==> src/rtl/rggen_rtl_pkg.sv <==
// Shared types for the rggen bus slice: bus status codes and initiator FSM states.
// Optional feature macro used by this slice: RGGEN_BUS_INITIATOR_TIMEOUT_EN.
package rggen_rtl_pkg;

  typedef enum logic [1:0] {
    RGGEN_OKAY         = 2'b00,
    RGGEN_EXOKAY       = 2'b01,
    RGGEN_SLAVE_ERROR  = 2'b10,
    RGGEN_DECODE_ERROR = 2'b11
  } rggen_status;

  typedef enum logic [1:0] {
    IDLE     = 2'b00,
    ACCESS   = 2'b01,
    RESPONSE = 2'b10
  } rggen_bus_initiator_state;

  localparam int RGGEN_TIMER_WIDTH = 16;

endpackage

==> src/rtl/rggen_bus_if.sv <==
// Simple register bus: one valid/ready access with address, write data and strobe.
// Master drives the request side, slave returns ready, status and read data.
interface rggen_bus_if
  import rggen_rtl_pkg::*;
#(
  parameter int ADDRESS_WIDTH = 16,
  parameter int BUS_WIDTH     = 32
);

  logic                     valid;
  logic [ADDRESS_WIDTH-1:0] address;
  logic                     write;
  logic [BUS_WIDTH-1:0]     write_data;
  logic [BUS_WIDTH/8-1:0]   strobe;
  logic                     ready;
  rggen_status              status;
  logic [BUS_WIDTH-1:0]     read_data;

  modport master (
    output valid, address, write, write_data, strobe,
    input  ready, status, read_data
  );

  modport slave (
    input  valid, address, write, write_data, strobe,
    output ready, status, read_data
  );

endinterface

==> src/rtl/rggen_bus_initiator_timer.sv <==
// Wait-cycle counter for the bus initiator; flags the last allowed cycle.
// Instantiated only when RGGEN_BUS_INITIATOR_TIMEOUT_EN is defined.
module rggen_bus_initiator_timer
  import rggen_rtl_pkg::*;
#(
  parameter int TIMEOUT_CYCLES = 255
)(
  input  logic i_clk,
  input  logic i_rst,
  input  logic i_clear,
  input  logic i_count,
  output logic o_terminal
);

  localparam int W = RGGEN_TIMER_WIDTH;

  logic [W-1:0] count_q;
  logic [W-1:0] count_d;

  assign o_terminal = (count_q == W'(TIMEOUT_CYCLES - 1));

  always_comb begin
    count_d = count_q;
    if (i_clear) begin
      count_d = '0;
    end else if (i_count && !o_terminal) begin
      count_d = count_q + W'(1);
    end
  end

  always_ff @(posedge i_clk) begin
    if (i_rst) begin
      count_q <= '0;
    end else begin
      count_q <= count_d;
    end
  end

endmodule

==> src/rtl/rggen_bus_initiator.sv <==
// Command/response front end issuing one register bus access at a time.
// Define RGGEN_BUS_INITIATOR_TIMEOUT_EN to bound the wait for bus ready.
module rggen_bus_initiator
  import rggen_rtl_pkg::*;
#(
  parameter int ADDRESS_WIDTH  = 16,
  parameter int BUS_WIDTH      = 32,
  parameter int TIMEOUT_CYCLES = 255
)(
  input  logic                     i_clk,
  input  logic                     i_rst,
  input  logic                     i_cmd_valid,
  output logic                     o_cmd_ready,
  input  logic [ADDRESS_WIDTH-1:0] i_cmd_address,
  input  logic                     i_cmd_write,
  input  logic [BUS_WIDTH-1:0]     i_cmd_write_data,
  input  logic [BUS_WIDTH/8-1:0]   i_cmd_strobe,
  output logic                     o_rsp_valid,
  input  logic                     i_rsp_ready,
  output rggen_status              o_rsp_status,
  output logic [BUS_WIDTH-1:0]     o_rsp_read_data,
  rggen_bus_if.master              bus_if
);

  localparam int SW = BUS_WIDTH / 8;

  rggen_bus_initiator_state state_q, state_d;

  logic                     cmd_ready_q, cmd_ready_d;
  logic                     valid_q, valid_d;
  logic [ADDRESS_WIDTH-1:0] address_q, address_d;
  logic                     write_q, write_d;
  logic [BUS_WIDTH-1:0]     wdata_q, wdata_d;
  logic [SW-1:0]            strobe_q, strobe_d;
  logic                     rsp_valid_q, rsp_valid_d;
  rggen_status              rsp_status_q, rsp_status_d;
  logic [BUS_WIDTH-1:0]     rdata_q, rdata_d;

  logic accept;
  logic timeout;
  logic done;

  assign accept = i_cmd_valid && cmd_ready_q;

`ifdef RGGEN_BUS_INITIATOR_TIMEOUT_EN
  logic terminal;

  rggen_bus_initiator_timer #(
    .TIMEOUT_CYCLES (TIMEOUT_CYCLES)
  ) u_timer (
    .i_clk      (i_clk),
    .i_rst      (i_rst),
    .i_clear    (accept),
    .i_count    (valid_q && !bus_if.ready),
    .o_terminal (terminal)
  );

  // A ready arriving on the terminal cycle still completes normally.
  assign timeout = valid_q && !bus_if.ready && terminal;
`else
  logic [15:0] unused_timeout_cycles;
  assign unused_timeout_cycles = 16'(TIMEOUT_CYCLES);
  assign timeout = 1'b0;
`endif

  assign done = valid_q && (bus_if.ready || timeout);

  always_comb begin
    state_d      = state_q;
    cmd_ready_d  = cmd_ready_q;
    valid_d      = valid_q;
    address_d    = address_q;
    write_d      = write_q;
    wdata_d      = wdata_q;
    strobe_d     = strobe_q;
    rsp_valid_d  = rsp_valid_q;
    rsp_status_d = rsp_status_q;
    rdata_d      = rdata_q;
    unique case (state_q)
      IDLE: begin
        if (accept) begin
          state_d     = ACCESS;
          cmd_ready_d = 1'b0;
          valid_d     = 1'b1;
          address_d   = i_cmd_address;
          write_d     = i_cmd_write;
          wdata_d     = i_cmd_write_data;
          strobe_d    = i_cmd_strobe;
        end
      end
      ACCESS: begin
        if (done) begin
          state_d      = RESPONSE;
          valid_d      = 1'b0;
          rsp_valid_d  = 1'b1;
          rsp_status_d = timeout ? RGGEN_SLAVE_ERROR : bus_if.status;
          rdata_d      = (write_q || timeout) ? '0 : bus_if.read_data;
        end
      end
      RESPONSE: begin
        if (i_rsp_ready) begin
          state_d     = IDLE;
          rsp_valid_d = 1'b0;
          cmd_ready_d = 1'b1;
        end
      end
      default: begin
        state_d     = IDLE;
        cmd_ready_d = 1'b1;
        valid_d     = 1'b0;
        rsp_valid_d = 1'b0;
      end
    endcase
  end

  always_ff @(posedge i_clk) begin
    if (i_rst) begin
      state_q      <= IDLE;
      cmd_ready_q  <= 1'b1;
      valid_q      <= 1'b0;
      address_q    <= '0;
      write_q      <= 1'b0;
      wdata_q      <= '0;
      strobe_q     <= '0;
      rsp_valid_q  <= 1'b0;
      rsp_status_q <= RGGEN_OKAY;
      rdata_q      <= '0;
    end else begin
      state_q      <= state_d;
      cmd_ready_q  <= cmd_ready_d;
      valid_q      <= valid_d;
      address_q    <= address_d;
      write_q      <= write_d;
      wdata_q      <= wdata_d;
      strobe_q     <= strobe_d;
      rsp_valid_q  <= rsp_valid_d;
      rsp_status_q <= rsp_status_d;
      rdata_q      <= rdata_d;
    end
  end

  assign o_cmd_ready       = cmd_ready_q;
  assign o_rsp_valid       = rsp_valid_q;
  assign o_rsp_status      = rsp_status_q;
  assign o_rsp_read_data   = rdata_q;
  assign bus_if.valid      = valid_q;
  assign bus_if.address    = address_q;
  assign bus_if.write      = write_q;
  assign bus_if.write_data = wdata_q;
  assign bus_if.strobe     = strobe_q;

endmodule

==> src/flat_wrapper.sv <==
// flat-port wrapper written by rule: the top's interface ports become plain ports
module rggen_bus_initiator_flat import rggen_rtl_pkg::*;
#(
  parameter int ADDRESS_WIDTH  = 16,
  parameter int BUS_WIDTH      = 32,
  parameter int TIMEOUT_CYCLES = 255
)
  (i_clk, i_rst, i_cmd_valid, o_cmd_ready, i_cmd_address, i_cmd_write, i_cmd_write_data, i_cmd_strobe, o_rsp_valid, i_rsp_ready, o_rsp_status, o_rsp_read_data, bus_if_valid, bus_if_address, bus_if_write, bus_if_write_data, bus_if_strobe, bus_if_ready, bus_if_status, bus_if_read_data);
  rggen_bus_if #(.ADDRESS_WIDTH(ADDRESS_WIDTH), .BUS_WIDTH(BUS_WIDTH)) bus_if_i ();
  input  logic i_clk;
  input  logic i_rst;
  input  logic i_cmd_valid;
  output logic o_cmd_ready;
  input  logic [ADDRESS_WIDTH-1:0] i_cmd_address;
  input  logic i_cmd_write;
  input  logic [BUS_WIDTH-1:0] i_cmd_write_data;
  input  logic [BUS_WIDTH/8-1:0] i_cmd_strobe;
  output logic o_rsp_valid;
  input  logic i_rsp_ready;
  output rggen_status o_rsp_status;
  output logic [BUS_WIDTH-1:0] o_rsp_read_data;
  output wire logic [$bits(bus_if_i.valid)-1:0] bus_if_valid;
  output wire logic [$bits(bus_if_i.address)-1:0] bus_if_address;
  output wire logic [$bits(bus_if_i.write)-1:0] bus_if_write;
  output wire logic [$bits(bus_if_i.write_data)-1:0] bus_if_write_data;
  output wire logic [$bits(bus_if_i.strobe)-1:0] bus_if_strobe;
  input wire logic [$bits(bus_if_i.ready)-1:0] bus_if_ready;
  input wire logic [$bits(bus_if_i.status)-1:0] bus_if_status;
  input wire logic [$bits(bus_if_i.read_data)-1:0] bus_if_read_data;
  assign bus_if_valid = bus_if_i.valid;
  assign bus_if_address = bus_if_i.address;
  assign bus_if_write = bus_if_i.write;
  assign bus_if_write_data = bus_if_i.write_data;
  assign bus_if_strobe = bus_if_i.strobe;
  assign bus_if_i.ready = bus_if_ready;
  assign bus_if_i.status = bus_if_status;
  assign bus_if_i.read_data = bus_if_read_data;
  rggen_bus_initiator #(.ADDRESS_WIDTH(ADDRESS_WIDTH), .BUS_WIDTH(BUS_WIDTH), .TIMEOUT_CYCLES(TIMEOUT_CYCLES)) u_core (.i_clk(i_clk), .i_rst(i_rst), .i_cmd_valid(i_cmd_valid), .o_cmd_ready(o_cmd_ready), .i_cmd_address(i_cmd_address), .i_cmd_write(i_cmd_write), .i_cmd_write_data(i_cmd_write_data), .i_cmd_strobe(i_cmd_strobe), .o_rsp_valid(o_rsp_valid), .i_rsp_ready(i_rsp_ready), .o_rsp_status(o_rsp_status), .o_rsp_read_data(o_rsp_read_data), .bus_if(bus_if_i));
endmodule
==> config.mk <==
export PLATFORM = sky130hd
export DESIGN_NAME = rggen_bus_initiator_flat
export DESIGN_NICKNAME = d
export VERILOG_FILES = /design/src/rtl/rggen_rtl_pkg.sv /design/src/rtl/rggen_bus_if.sv /design/src/rtl/rggen_bus_initiator_timer.sv /design/src/rtl/rggen_bus_initiator.sv /design/src/flat_wrapper.sv
export SDC_FILE = /design/constraint.sdc
export NUM_CORES = 1
export LEC_CHECK = 0
export ABC_AREA = 1
export CAP_MARGIN = 20
export CORE_MARGIN = 2
export CORE_UTILIZATION = 39
export DETAILED_ROUTE_END_ITERATION = 7
export PLACE_DENSITY = 0.92
export SLEW_MARGIN = 20
export SYNTH_ARGS = -nofsm -noshare
export SYNTH_HDL_FRONTEND = slang
export SYNTH_SLANG_ARGS = --single-unit
==> constraint.sdc <==
create_clock -name i_clk -period 1.9 [get_ports i_clk]
set_clock_uncertainty 0.05 [all_clocks]
set_input_delay 0.38 -clock i_clk [delete_from_list [all_inputs] [get_ports i_clk]]
set_output_delay 0.38 -clock i_clk [all_outputs]
set_load 0.03 [all_outputs]
==> results of run 1 <==
==> state kept, by name, summed over array words and instances (netlist names), 2 cells and up <==
| signal | flops |
|---|---|
| u_core.bus_if.strobe | 4 |
| u_core.bus_if.write_data | 32 |
| u_core.state_q | 2 |
| u_core.bus_if.address | 16 |
| u_core.o_rsp_read_data | 32 |
| u_core.o_rsp_status | 2 |
==> per-layer routing <==
| metal | track usage (%) | vias to the layer above | wire length (um) | part of all wire [%] |
|---|---|---|---|---|
| li1 | - | 1686 | - | - |
| met1 | 22.82 | 1546 | 3715 | 39 |
| met2 | 37.09 | 120 | 5022 | 52 |
| met3 | 6.265 | 8 | 829 | 8.6 |
| met4 | 5.357 | 0 | 76 | 0.79 |
| met5 | 0 | - | 0 | 0 |
==> Yosys cell counts <==
library cell	instances	area (um2)
clkbuf_1	8	30.03
nand3_2	1	10.01
buf_1	1	3.750
a21oi_1	37	185.2
nand3_1	37	185.2
buf_4	12	90.09
inv_2	3	11.26
nor2_4	1	11.26
inv_1	4	15.01
nand2_2	1	6.260
clkbuf_2	1	5.000
inv_4	1	6.260
o21ai_1	31	155.2
o21ai_0	25	125.1
nor2_1	109	409.1
dfxtp_1	92	1842
nand2_1	39	146.4
buf_2	4	20.02
buf_6	4	45.04
nor2_2	1	6.260
==> layout make-up <==
cell class	instances	area [um2]	share of cell area (%)
tap	105	131.4	2.452
inverter	8	32.53	0.6072
timing repair buffer	190	1934	36.10
clock buffer	11	141.4	2.639
multi-input combinational	282	1240	23.14
sequential	92	1842	34.38
clock inverter	5	36.28	0.6773
==> logic make-up (layout without fill, tap and decap cells) <==
group / Yosys count / after routing
AND/OR/NAND/NOR: 189 / 189
AO/OA/AOI/OAI: 93 / 93
flip-flops: 92 / 92
buffers and inverters: 38 / 214
==> per-stage QoR <==
step | hold WS, ps | setup slack [ps] | total power [W] | area (um2)
floorplan | 464.9 | 489.0 | 0.002889 | 3308
global placement | 400.7 | 209.5 | 0.003428 | 5175
detailed placement | 405.9 | 162.6 | 0.003462 | 5175
CTS | 417.1 | 1.926 | 0.004640 | 5353
global route | 444.7 | 8.729 | 0.004834 | 5358
finish | 413.4 | 86.81 | 0.004584 | 5358
==> how the worst max path moves through the flow <==
stage	start	endpoint	slack, ps	depth (start not counted)
detailed placement	i_cmd_valid	u_core.bus_if.write_data[9]	160	6
floorplan	u_core.bus_if.valid	u_core.o_rsp_read_data[1]	490	6
finish	u_core.bus_if.write_data[24]	bus_if_write_data[24]	90	1
global route	u_core.o_rsp_valid	o_rsp_valid	9	1
global placement	bus_if_ready	u_core.o_rsp_read_data[1]	210	6
CTS	u_core.o_cmd_ready	o_cmd_ready	2	1
==> power by group through the flow <==
stage                     combinational, W  clock [W]  sequential, W
after floorplan                   0.000383          0        0.00251
after global placement             0.00122          0        0.00221
after detailed placement           0.00125          0        0.00222
after CTS                          0.00125    0.00122        0.00217
after global routing               0.00134    0.00131        0.00219
final                              0.00124    0.00117        0.00217
==> repair_timing <==
item                       4_1_cts  5_1_grt
gates resized for setup          0        2
buffers inserted                 0        0
setup endpoints to repair        0        2
==> results list, run 1 <==
- Maximum number of pins on one net before global-route repair: 53
* Synthesized area: 0.003308 mm2
- Core Footprint: 0.008217 mm2
* Setup repair after global routing missed its margin: no
- The filler cells instantiated in the layout total 697.
* FP Rows: 33
* Core Util, Final: 65.20%
* Combinational share of power: 27.1%
* Slew HR: 75.48%
- Arrival time at the worst endpoint: 1380 ps
- Number of non-filler instances in the completed layout: 693
- The wire-length estimate of the detail-placed layout is 7.028 mm.
* Overall via count from detail_route: 3360
- Maximum VDD drop: 0.3461 mV
- Ordered list of cells on the worst path: clkdlybuf4s50_1
- Data required, critical path: 1470 ps
- Max-capacitance violation count: 0
* Clock latency at the later pin of the worst-skew pair: 330 ps
- Worst flop-to-flop path endpoint: u_core.bus_if.write_data[9]
- Clock-pin slew on the worst setup and hold paths: 100 ps
- Syn nets: 504
- After synthesis, the largest family of logic cells by area is simple AND/OR/NAND/NOR gates.
* Sequential area share after synthesis: 55.67%
- Fmax: 551.5 MHz
- The congestion estimate from routability-driven global placement came to 0.7835.
* Synth-to-Final Area Change: 61.95%
- For the pin with the worst max-slew slack, the measured transition is 367.1 ps.
* Final min period: 1813 ps
- For this run, the detailed router's first-pass iteration total came to 4.
- Family of cells with the greatest summed delay on the critical path: buffers and inverters
* Total CTS buffers: 9
* Hold path depth: 2
- After the last flow step, the layout net total stands at 675.
- Number of endpoints with negative hold slack in the final report: 0
* Share of total power in sequential cells: 47.3%
- Crit-path max FO: 2
* Count of boundary I/O pins: 182
- Adder and majority cell fraction of the synthesized area: 0%
- Antenna cell count: 0
- CTS built an H-tree with a depth of 3.
* Kind of end point of the critical path: output port
* Placed instance count: 677
- The synthesized netlist devotes 23.41% of its cell area to simple gates.
- Net switching is 31.10% of the power.
- The initial antenna violation count was 0.
- Hold-fix buffer count after cts: 0
* Mux share of post-synthesis cell area: 0%
* Hold Path Origin: u_core.o_rsp_read_data[21]
- The run finished with clean final reports.
- DRC viols: 0
- Slowest stage delay, CP: 690 ps
- Overall overflow remaining after global route: 0
- In this run the horizontal extent of the chip is 96.10 um.
- The count of pins over their slew limit is 0.
- Counting every instance in the synthesized netlist gives 412.
* Global Route Usage Sum: 20.34%
* Worst R2R Setup Slack: 470 ps
* Register bit count reported by yosys: 92
- Summed over all nets, the switching power comes to 0.001426 W.
* Routed wirelength normalized by instance count: 13.92 um
- The synthesized netlist devotes 0% of its cell area to XOR and XNOR gates.
* Origin of the critical flop-to-flop path: u_core.state_q[1]
* Clock tree from TritonCTS: done
- The final layout contains routed wiring with a total length of 9.644 mm.
- The path with the worst hold slack has its endpoint at u_core.o_rsp_read_data[21].
- The first global-routing pass estimated 14.69 mm of wire.
* Longest Clk Path Bufs: 2
- In this run, the clock network consumes 25.6% of the power.
- STA classifies the critical path startpoint as a flop.
* Slowest cell on crit path: clkdlybuf4s50_1
- IO Port Bufs: 181
- Clock tree synthesis selected as its root buffer the cell clkbuf_8.
- The number of buffers and inverters on the critical path is 1.
- The worst path uses 95.43% of the clock period.
* Area fraction in compound gates after synthesis: 14.07%
- Die area: 0.009235 mm2
- Internal Pwr Total: 0.003158 W
* Path type of the worst setup path: reg2out
* Iter 0 DRT Violations: 104
- Antenna Violating Nets Remaining: 0
- Cell depth of the worst flop-to-flop path: 6
- Count of warnings emitted by yosys: 0
* P per Cell Area: 855.6 mW/mm2
* Cell leakage power: 1.983 nW
* Sum of negative setup slack: 0 ps
* Share of post-route cells with drive strength above 1: 5.442%
* Final setup violation count: 0
- Vias per cell: 4.848
- Die Height: 96.10 um
- TritonCTS sink count: 92
- Number of global-route vias before repair: 3233
- Class of the tightest hold or removal check: reg2reg
- Count of distinct cell types in the synthesized netlist: 20
- Leaving out fill and tap cells, the most frequent cell in the layout is clkdlybuf4s50_1.
* Commonest cells after routing, fill and taps aside: clkdlybuf4s50_1 (179), nor2_1 (109), dfxtp_1 (92)
- Syn avg cell area: 8.030 um2
- The initial utilization of the core area, before any placement, comes to 40.26%.
(Power assumes the default switching activity.)
==> inputs of run 2 (changes only) <==
Settings changed: ABC_CLOCK_PERIOD_IN_PS from default to 1900, RECOVER_POWER from default to 100.
==> run 2 against run 1 <==
Net effect: via count rose by 0.15%; final cell count did not move; critical path depth did not move; design area fell by 0.91%; highest routed layer unchanged; wire length barely moved; setup slack barely moved.
==> results list, run 2 (synthesized netlist as in run 1, its figures left out) <==
- Overall overflow remaining after global route: 0 (unchanged)
* Global Route Usage Sum: 20.34% (unchanged)
- The switching part of the total power was 31.09% (about the same).
- The worst slack on hold paths is 413.5 ps (+0.1230 ps).
* Clock root buffer master: clkbuf_8
* Slew HR: 51.65% (-24 points)
- The total CTS buffers was 9 (unchanged).
- Vias per cell: 4.856 (+0.15%)
- Summed area of non-filler cells in the final layout: 0.005309 mm2 (-0.91%)
- Final setup violation count: 0 (unchanged)
- Number of global-route vias before repair: 3233 (unchanged)
- The source-to-sink clock delay at the later pin of the worst-skew pair was 330 ps (about the same).
- Clock network power share: 25.6% (about the same)
* Hold-fix buffer count after cts: 0 (unchanged)
- The critical path required time came to 1470 ps (about the same).
- FP Rows: 33 (unchanged)
- The area growth from synthesis to layout is 60.48%.
- The final critical-path required period came to 1813 ps (-0.4414 ps).
- Wire length reported by the detailed router: 9.646 mm (about the same)
- Antenna violations before repair: 0 (unchanged)
* Share of total power in sequential cells: 47.5% (+0.2 points)
- The chip height is 96.10 um (unchanged).
- The worst path arrival time is 1380 ps (about the same).
- Width of the chip: 96.10 um (unchanged)
- The areal power density over the cells is 859.1 mW/mm2 (+0.41%).
- Iter 0 DRT Violations: 103 (-0.96%)
* Clock tree from TritonCTS: done
- The worst voltage drop across the vdd grid came to 0.3472 mV (+0.31%).
- The number of buffers and inverters on the critical path is 1 (unchanged).
- Die area: 0.009235 mm2 (unchanged)
- The count of pins over their slew limit is 0 (unchanged).
* First-pass detailed-route iteration total: 5 (+1)
* Initial Util: 40.26% (unchanged)
- The pin count of the biggest net entering global routing was 53 (unchanged).
* Count of boundary I/O pins: 182 (unchanged)
- The number of inserted filler cells in the final layout was 708 (+1.6%).
- Internal Pwr Total: 0.003143 W (-0.50%)
- The average routed wire per standard cell was 13.92 um (about the same).
* Ordered list of cells on the worst path: clkdlybuf4s50_1
- Final estimated routing congestion in global placement: 0.7835 (unchanged)
- The total number of clock tree sinks was 92 (unchanged).
- The clock transition at the registers of the reported paths came to 90 ps (about the same).
- The maximum fanout count along the critical path is 2 (unchanged).
- The top cell types in the final layout, fill and taps aside, are clkdlybuf4s50_1 (177), nor2_1 (111), dfxtp_1 (92).
* Global-route wire length before repair: 14.69 mm (unchanged)
* Worst-Margin Slew: 725.2 ps (+358.0 ps)
- Number of endpoints with negative hold slack in the final report: 0 (unchanged)
* Cell leakage power: 1.947 nW (-1.8%)
- DRC viols: 0 (unchanged)
- The total inserted antenna cells came to 0 (unchanged).
- The switching component of the power is 0.001418 W (-0.53%).
* Count of cells resized by post-cts repair: 0 (unchanged)
- The worst hold path belongs to the class reg2reg.
- The final antenna-violating net count came to 0 (unchanged).
- The final standard cell utilization of the core was 64.61% (-0.59 points).
- The share of the clock period used by the worst path is 95.41% (about the same).
- The number of setup buffers added after CTS came to 0 (unchanged).
- The share of cells above drive strength 1 was 4.592% (-0.85 points).
- The instance area after placement was 0.005175 mm2 (unchanged).
- The max-cap violation count is 0 (unchanged).
* Longest Clk Path Bufs: 2 (unchanged)
* Path type of the worst setup path: reg2out
- The number of buffers inserted by port buffering is 181 (unchanged).
- The maximum clock frequency is 551.6 MHz (about the same).
* Post-DP HPWL: 7.028 mm (unchanged)
- Sum of negative setup slack: 0 ps (unchanged)
- Setup repair after global routing left no endpoint under its margin.
* Overall via count from detail_route: 3365 (+0.15%)
- The library cell used most frequently in the layout, excluding fill and tap cells, is clkdlybuf4s50_1.
* Combinational share of power: 26.8% (-0.3 points)
* Core Footprint: 0.008217 mm2 (unchanged)
- Run status: finished, final reports clean
- Crit start category: flop
- Htree depth: 3 (unchanged)
- The post-layout net count is 675 (unchanged).
* Slowest stage delay, CP: 690 ps (about the same)
- Among cell families on the critical path, the largest total delay comes from buffers and inverters.
* Slowest cell on crit path: clkdlybuf4s50_1
* Kind of end point of the critical path: output port
run 2: power groups by stage:
stage               clock (W)  combinational [W]  sequential, W
floorplan                   0           0.000383        0.00251
CTS                   0.00122            0.00125        0.00217
global route          0.00131            0.00132        0.00219
global placement            0            0.00122        0.00221
finish                0.00117            0.00122        0.00217
detailed placement          0            0.00125        0.00222
run 2: worst min-delay path, stage by stage, from the launching register on:
cell and delay, ps:
dfxtp_1 310, nand2_1 60, a21oi_1 50
run 2: worst paths after layout:
kind / from / endpoint / slack (ps) / cells after the start
worst max register to register: u_core.state_q[1] / u_core.bus_if.write_data[9] / 200 / 6
worst min register to register: u_core.o_rsp_read_data[21] / u_core.o_rsp_read_data[21] / 410 / 2
worst min-delay path: u_core.o_rsp_read_data[21] / u_core.o_rsp_read_data[21] / 410 / 2
worst max-delay path: u_core.bus_if.write_data[24] / bus_if_write_data[24] / 90 / 1
run 2: final cells by class:
cell class	count	area, um2	share of cell area [%]
Clock inverter	5	36.28	0.6835
Tap cell	105	131.4	2.475
Sequential cell	92	1842	34.69
Timing Repair Buffer	190	1906	35.89
Clock buffer	11	141.4	2.663
Multi-Input combinational cell	282	1222	23.03
Inverter	8	30.03	0.5656
run 2: through the flow:
stage / cells / setup WS (ps) / total power, W
floorplan: 412 / 489.0 / 0.002889
global placement: 677 / 209.5 / 0.003428
detailed placement: 677 / 162.6 / 0.003462
CTS: 693 / 1.926 / 0.004640
global route: 693 / 8.729 / 0.004813
finish: 693 / 87.25 / 0.004561
run 2: routing by layer:
metal	wire length, um	global-route usage, %	up-vias
met5	0	0	-
met4	76	5.357	0
met3	821	6.265	8
met2	5052	37.09	123
met1	3694	22.82	1547
li1	-	-	1687
==> inputs of run 3 (changes only) <==
Settings changed: ABC_CLOCK_PERIOD_IN_PS 1900 to 2000, CORE_UTILIZATION 39 to 38, PLACE_DENSITY 0.92 to 0.9, SLEW_MARGIN 20 to default.
Clock period 1.9 ns to 2 ns, I/O delays scaled along.
==> run 3 against run 2 <==
Net effect: clock-buffer cell count decreased by 1; setup slack better by 7.4 ps; combinational power fell by 9%; largest power group unchanged; total power decreased by 2.6%; via count about the same; die area is 2.5% higher; final cell count rose by 0.43%; utilization shrank 2.6 points.
==> results list, run 3 (synthesized netlist as in run 1, its figures left out) <==
- The flow ran to the end, and the final reports show no timing, DRC or antenna violations.
* Longest Clk Path Bufs: 2 (unchanged)
- The register-to-register setup slack came to 370 ps (+170 ps).
- The library cells used most frequently in the layout, excluding fill and tap cells, are nor2_1 (110), clkdlybuf4s50_1 (94), dfxtp_1 (92).
- The maximum fanout count along the critical path came to 2 (unchanged).
* Area used by multi-input combinational logic: 0.001225 mm2 (+0.20%)
- Worst-Margin Slew: 584.6 ps (-140.6 ps)
- Slowest stage delay, CP: 770 ps (+80 ps)
- The area growth from synthesis to layout is 61.04%.
- Vias per cell: 4.836 (-0.40%)
* Worst flop-to-flop path endpoint: u_core.bus_if.write_data[27]
- Count of boundary I/O pins: 182 (unchanged)
* Data required, critical path: 1550 ps (+80 ps)
- Area of placed instances: 0.005154 mm2 (-0.41%)
- Slowest cell on crit path: dlygate4sd3_1
- The total count of hold-check failures in the final report was 0 (unchanged).
- CP endpoint: bus_if_strobe[2]
* Clock tree from TritonCTS: done
- The last weighted congestion value of the routability-driven placer was 0.8778 (+12%).
- STA classifies the critical path startpoint as a flop.
* Overall via count from detail_route: 3366 (+0.030%)
* Storage cell area: 0.001842 mm2 (unchanged)
- The count of H-tree levels built during CTS was 3 (unchanged).
- Post-DP HPWL: 6.749 mm (-4.0%)
* Most frequent standard cell in the layout excluding fill and tap cells: nor2_1
- Origin of the critical flop-to-flop path: u_core.state_q[1]
- STA classifies the critical path endpoint as an output port.
- Tcrit/Tclk final: 95.27%
* Clock-pin slew on the worst setup and hold paths: 90 ps (about the same)
- The number of buffers and inverters on the critical path is 1 (unchanged).
- The number of setup buffers added after CTS was 0 (unchanged).
- Share of post-route cells with drive strength above 1: 4.592% (unchanged)
- The area enclosed by the die boundary is 0.009468 mm2 (+2.5%).
* Maximum number of pins on one net before global-route repair: 53 (unchanged)
- The number of global-route vias before repair is 3238 (+0.15%).
- Total CTS buffers: 9 (unchanged)
- The cell leakage power came to 2.205 nW (+13%).
* Initial Util: 38.50% (-1.8 points)
- The cell depth of the worst flop-to-flop path is 6 (unchanged).
- Global-route wire length before repair: 15.20 mm (+3.5%)
- The final design area excluding fillers came to 0.005328 mm2 (+0.35%).
- Pins Over Slew Limit: 0 (unchanged)
* Antenna violations before repair: 0 (unchanged)
* Final setup violation count: 0 (unchanged)
* Core Footprint: 0.008593 mm2 (+4.6%)
- Fmax: 524.8 MHz
* Arrival time at the worst endpoint: 1460 ps (+80 ps)
- Setup repair after global routing left no endpoint under its margin.
* Clock root buffer master: clkbuf_8
- The critical path goes through dlygate4sd3_1.
* Number of filler cells placed in the layout: 734 (+3.7%)
- The most critical setup path has its startpoint at u_core.bus_if.strobe[2].
- Family of cells with the greatest summed delay on the critical path: buffers and inverters
- The number of remaining DRC errors came to 0 (unchanged).
- The worst voltage drop across the vdd grid is 0.4241 mV (+22%).
- Antenna Violating Nets Remaining: 0 (unchanged)
- The total inserted antenna cells was 0 (unchanged).
* P per Cell Area: 834.2 mW/mm2 (-2.9%)
- Clock latency at the later pin of the worst-skew pair: 340 ps (about the same)
* Critical Path Stages: 1 (unchanged)
* Path type of the worst setup path: reg2out
- Count of cells resized by post-cts repair: 0 (unchanged)
- Max-capacitance violation count: 0 (unchanged)
* Sum of negative setup slack: 0 ps (unchanged)
- The iteration count of the initial detailed-routing pass came to 4 (-1).
- Final min period: 1905 ps
- The remaining max-slew budget at the tightest pin was 60.97% (+9.3 points).
* Width of the chip: 97.31 um (+1.3%)
- The chip height came to 97.31 um (+1.3%).
* Hold-fix buffer count after cts: 0 (unchanged)
- Class of the tightest hold or removal check: reg2reg
- The overall routing resource usage is 19.37% (-0.98 points).
* Overall overflow remaining after global route: 0 (unchanged)
* TritonCTS sink count: 92 (unchanged)
- The number of buffers inserted by port buffering came to 181 (unchanged).
- The number of standard-cell rows in the floorplan came to 34 (+3.0%).
* Wire length reported by the detailed router: 9.245 mm (-4.2%)
- Iter 0 DRT Violations: 104 (+0.97%)
- The post-layout net count is 675 (unchanged).
* Routed wirelength normalized by instance count: 13.28 um (-4.6%)
## run 3: cell types whose count changed in the layout (fill, tap and decap cells not counted), sizes merged
cell	previous run	this run
clkinvlp	3	0
inv	8	10
clkdlybuf4s50	177	94
clkinv	2	3
buf	8	7
clkbuf	14	12
bufinv	0	1
dlygate4sd3	2	87
## run 3: stage by stage
stage | hold WS [ps] | setup WS, ps | power (W) | cells | util (%)
floorplan | 470.2 | 589.0 | 0.002745 | 412 | -
global placement | 400.2 | 300.5 | 0.003242 | 680 | 59.97
detailed placement | 407.5 | 240.9 | 0.003276 | 680 | 59.97
CTS | 421.4 | 83.99 | 0.004574 | 696 | 62.39
global route | 441.5 | 31.96 | 0.004682 | 696 | 62.00
finish | 415.5 | 94.63 | 0.004444 | 696 | 62.00
## run 3: routing by layer
metal	track usage, %	vias to the layer above	share of wire (%)
met2	33.07	140	49
met3	6.691	19	8.1
met1	22.64	1516	41
met4	6.838	0	2.4
li1	-	1691	-
met5	0	-	0
## run 3: worst min path at each step
stage                                     startpoint                          to  slack (ps)  cells past startpoint
after floorplan                    u_core.state_q[1]          u_core.o_cmd_ready         470                      2
after global placement    u_core.o_rsp_read_data[19]  u_core.o_rsp_read_data[19]         400                      2
after detailed placement  u_core.o_rsp_read_data[23]  u_core.o_rsp_read_data[23]         410                      2
after CTS                 u_core.o_rsp_read_data[23]  u_core.o_rsp_read_data[23]         420                      2
after global routing      u_core.o_rsp_read_data[19]  u_core.o_rsp_read_data[19]         440                      2
final                     u_core.o_rsp_read_data[19]  u_core.o_rsp_read_data[19]         420                      2
## run 3: report_power, final
part	switching, W	total (W)	internal [W]
combinational	0.000640	0.00111	0.000466
sequential	0.0000704	0.00205	0.00198
clock	0.000663	0.00129	0.000626
## run 3: cell type report
| cell class | count | share of cell area (%) |
|---|---|---|
| clock buffer | 10 | 2.583 |
| clock inverter | 6 | 1.315 |
| inverter | 8 | 0.5636 |
| multi-input combinational | 282 | 22.99 |
| sequential | 92 | 34.57 |
| tap | 108 | 2.536 |
| timing repair buffer | 190 | 35.44 |
==> RTL change 1, RTL diff (flow settings as in run 2) <==
Re-encode `rggen_bus_initiator_state` (3 states) as one-hot, 3 bits wide.
--- a/src/rtl/rggen_rtl_pkg.sv
+++ b/src/rtl/rggen_rtl_pkg.sv
@@ -9,10 +9,10 @@
     RGGEN_DECODE_ERROR = 2'b11
   } rggen_status;
 
-  typedef enum logic [1:0] {
-    IDLE     = 2'b00,
-    ACCESS   = 2'b01,
-    RESPONSE = 2'b10
+  typedef enum logic [2:0] {
+    IDLE     = 3'b001,
+    ACCESS   = 3'b010,
+    RESPONSE = 3'b100
   } rggen_bus_initiator_state;
 
   localparam int RGGEN_TIMER_WIDTH = 16;
Function: no difference found for any inputs over 10 cycles, from zero or initial values and one cycle with i_rst high; not proved beyond that.
==> RTL change 1 against run 2 <==
Wire length is 7.8% higher. Combinational power grew 16%. Worst setup slack worse by 0.029 ns. Total power is 14% higher. Fmax fell by 1.6%. Area after synthesis grew 8.3%. Final area grew 5.7%. Sequential cell count is 1 higher. Critical path type unchanged. Critical endpoint is now o_cmd_ready.
==> RTL change 1: results <==
{
  "outcome": "completed",
  "arrival_ns": 1.41,
  "drive_gt1_share_pct": 4.42,
  "seq_area_frac_synth_pct": 52.0,
  "nets": 743,
  "drt_wl_total_um": 10400,
  "synthDistinctLibCells": 18,
  "grt_max_degree": 54,
  "worstMarginPinSlew_ns": 0.549,
  "synth.area.top_cells": "dfxtp_1, nor2_1, o21ai_0",
  "grt_pass1_wl_um": 16500,
  "postPlaceCellArea_mm2": 0.00543,
  "ir_worst_vdd_uv": 557,
  "drt_iter0_markers": 76,
  "power.leakage_nw": 2.32,
  "syn_nets": 573,
  "viasPerCell": 4.84,
  "firstDrtPassIters": 4,
  "dp_cells": 748,
  "cp_max_fo": 3,
  "synthTopCellsByCount": "nor2_1, dfxtp_1, nand2_1",
  "instances_no_fill": 764,
  "gp_congestion": 0.803,
  "avgSynthCellArea_um2": 7.45,
  "post-place-ws_ns": -0.0239
}
[RTL change 1: power groups by stage]
stage	Sequential (W)	Combinational, W	Clock [W]
2_1_floorplan	0.00263	0.000448	0
3_3_place_gp	0.00228	0.00145	0
3_5_place_dp	0.00229	0.00147	0
4_1_cts	0.00225	0.00148	0.00158
5_1_grt	0.00227	0.00153	0.00165
6_report	0.00225	0.00142	0.00154
[RTL change 1: cell type report]
type	count	area [µm²]	area share, %
Timing Repair Buffer	189	1880	33.5
Sequential cell	93	1860	33.2
Multi-Input combinational cell	318	1350	24.0
Inverter	40	150	2.68
Tap cell	108	135	2.41
Clock buffer	10	128	2.27
Clock inverter	6	111	1.98
[RTL change 1: path summary, 6_finish.rpt]
check                      from                            to  slack, ns  cells after the start
max          u_core.o_cmd_ready                   o_cmd_ready       0.06                      1
min          u_core.o_rsp_valid            u_core.o_rsp_valid       0.41                      2
max reg2reg   u_core.state_q[1]  u_core.bus_if.write_data[23]       0.20                      5
min reg2reg  u_core.o_rsp_valid            u_core.o_rsp_valid       0.41                      2
[RTL change 1: cell families after synthesis]
kind of cell / count (synthesis) / synth area share, %
DFF: 93 / 52.0
buffers and inverters: 70 / 9.67
AOI/OAI and AO/OA: 92 / 12.9
and+or+nand+nor: 226 / 25.5
[RTL change 1: through the flow]
stage / hold WS [ns] / utilization (%)
2_1_floorplan: 0.465 / -
3_3_place_gp: 0.382 / 61.7
3_5_place_dp: 0.402 / 61.7
4_1_cts: 0.421 / 64.4
5_1_grt: 0.435 / 63.7
6_report: 0.411 / 63.7
[RTL change 1: metal layers]
metal  share of wire (%)  vias up  global-route usage, %
li1                    -     1829                      -
met1                  40     1691                   22.8
met2                  47      164                   35.3
met3                  10       16                   8.08
met4                 1.6        0                   6.53
met5                   0        -                      0
==> RTL change 2, RTL diff (config.mk and constraints of run 2) <==
Without the edit above. `BUS_WIDTH` is set to 32 in 3 places; all go to 64.
--- a/src/rtl/rggen_bus_if.sv
+++ b/src/rtl/rggen_bus_if.sv
@@ -4,7 +4,7 @@
   import rggen_rtl_pkg::*;
 #(
   parameter int ADDRESS_WIDTH = 16,
-  parameter int BUS_WIDTH     = 32
+  parameter int BUS_WIDTH     = 64
 );
 
   logic                     valid;
--- a/src/rtl/rggen_bus_initiator.sv
+++ b/src/rtl/rggen_bus_initiator.sv
@@ -4,7 +4,7 @@
   import rggen_rtl_pkg::*;
 #(
   parameter int ADDRESS_WIDTH  = 16,
-  parameter int BUS_WIDTH      = 32,
+  parameter int BUS_WIDTH      = 64,
   parameter int TIMEOUT_CYCLES = 255
 )(
   input  logic                     i_clk,
--- a/src/flat_wrapper.sv
+++ b/src/flat_wrapper.sv
@@ -2,7 +2,7 @@
 module rggen_bus_initiator_flat import rggen_rtl_pkg::*;
 #(
   parameter int ADDRESS_WIDTH  = 16,
-  parameter int BUS_WIDTH      = 32,
+  parameter int BUS_WIDTH      = 64,
   parameter int TIMEOUT_CYCLES = 255
 )
   (i_clk, i_rst, i_cmd_valid, o_cmd_ready, i_cmd_address, i_cmd_write, i_cmd_write_data, i_cmd_strobe, o_rsp_valid, i_rsp_ready, o_rsp_status, o_rsp_read_data, bus_if_valid, bus_if_address, bus_if_write, bus_if_write_data, bus_if_strobe, bus_if_ready, bus_if_status, bus_if_read_data);
Interface: changed (6 resized); port bits go from 182 to 318. No check against the original RTL was run, so the function may have changed too.
==> RTL change 2 against run 2 <==
Final area is 72% higher. Sequential cell count up 68. Total power increased by 100%. Core utilization shrank 1.2 points. Wire length up 91%. Sequential power is 73% higher. Area after synthesis up 71%. Worst setup slack got worse by 0.055 ns. Largest power group unchanged. Highest routed layer unchanged.
==> RTL change 2: results <==
{
  "synth.area.top_cells": "dfxtp_1, nor2_1, o21ai_1",
  "port_buffers": 317,
  "postCtsSetupRepairBufs": 0,
  "grt_max_degree": 94,
  "wl_per_cell_um": 15.3,
  "grt_usage_pct": 23.0,
  "ir_worst_vdd_uv": 617,
  "hp-class": "register to register",
  "worst_slew_margin_rel_pct": 54.9,
  "crit_family": "buffers and inverters",
  "numCtsBuffers": 17,
  "cts-htree-levels": 4,
  "dp_hpwl_um": 13000,
  "synthTopCellsByCount": "nor2_1, dfxtp_1, nand2_1, o21ai_1",
  "hold_path_depth": 2,
  "clock_latency_ns": 0.40,
  "clockBufferDepth": 2,
  "synth_flop_cell": "dfxtp_1",
  "dp_cells": 1168,
  "arrival_ns": 1.44,
  "synthDistinctLibCells": 18,
  "gp_congestion": 0.810,
  "drt_wl_total_um": 18400,
  "synthesis.instances": 712,
  "drive_gt1_share_pct": 4.72,
  "cp_slowest_cell": "clkdlybuf4s50_1",
  "grt_pass1_wl_um": 28900,
  "clk_pin_slew_worst_paths_ns": 0.07,
  "nFillCells": 1255,
  "r2r_cells": 6,
  "grt_pass1_vias": 5728,
  "firstDrtPassIters": 4,
  "seq_area_frac_synth_pct": 56.5,
  "cts_root_buffer": "clkbuf_16",
  "vias": 5868,
  "yosys_warnings": 0,
  "power.leakage_nw": 3.40,
  "antenna_found_initial": 1,
  "syn_nets": 872,
  "outcome": "completed",
  "cp_max_fo": 2,
  "async_flop_share_pct": 0,
  "drt_iter0_markers": 324,
  "crit_path_max_incr_delay_ns": 0.68
}
## RTL change 2: worst paths after layout
check                                   from                           end  slack, ns
setup / recovery  u_core.o_rsp_read_data[44]           o_rsp_read_data[44]       0.03
hold / removal    u_core.o_rsp_read_data[40]    u_core.o_rsp_read_data[40]       0.41
hold reg to reg   u_core.o_rsp_read_data[40]    u_core.o_rsp_read_data[40]       0.41
setup reg to reg           u_core.state_q[1]  u_core.bus_if.write_data[29]       0.25
## RTL change 2: metrics by stage
step           area [µm²]  power (W)  worst slack (ns)  hold WS, ns
3_5_place_dp         8970    0.00595            0.0796        0.405
3_3_place_gp         8970    0.00590             0.125        0.399
4_1_cts              9570    0.00949          0.000871        0.414
5_1_grt              9110    0.00967          -0.00969        0.430
2_1_floorplan        5670    0.00492             0.452        0.465
6_report             9120    0.00927            0.0325        0.414
## RTL change 2: cell type report
cell class / count / area, µm² / area share, %
flip-flops and latches: 160 / 3200 / 35.1
well taps: 184 / 230 / 2.53
clock buffers: 22 / 474 / 5.20
repair buffers: 330 / 2910 / 31.9
inverters: 8 / 30.0 / 0.329
diodes: 1 / 2.50 / 0.0274
clock inverters: 10 / 150 / 1.65
multi-input cells: 486 / 2120 / 23.2
## RTL change 2: cells by family after synthesis
logic type             Yosys count  share of synthesized area [%]
AO/OA/AOI/OAI                  161                           14.2
buffers and inverters           66                           5.91
AND/OR/NAND/NOR                325                           23.4
flip-flops                     160                           56.5
## RTL change 2: what timing repair did
action	4_1_cts	5_1_grt
endpoints found under the setup margin	14	64
hold endpoints to repair	0	0
resized for setup	14	64
## RTL change 2: power by group
part	internal (W)	switching [W]
registers	0.00361	0.000133
clock network	0.00219	0.00136
logic	0.000801	0.00117
total	0.00661	0.00266
## RTL change 2: layer usage
metal	routed length, µm	vias up	track usage, %
met5	0	-	0
met4	642	0	9.45
met3	1760	41	8.85
met2	9060	238	40.1
met1	6960	2673	24.9
li1	-	2916	-
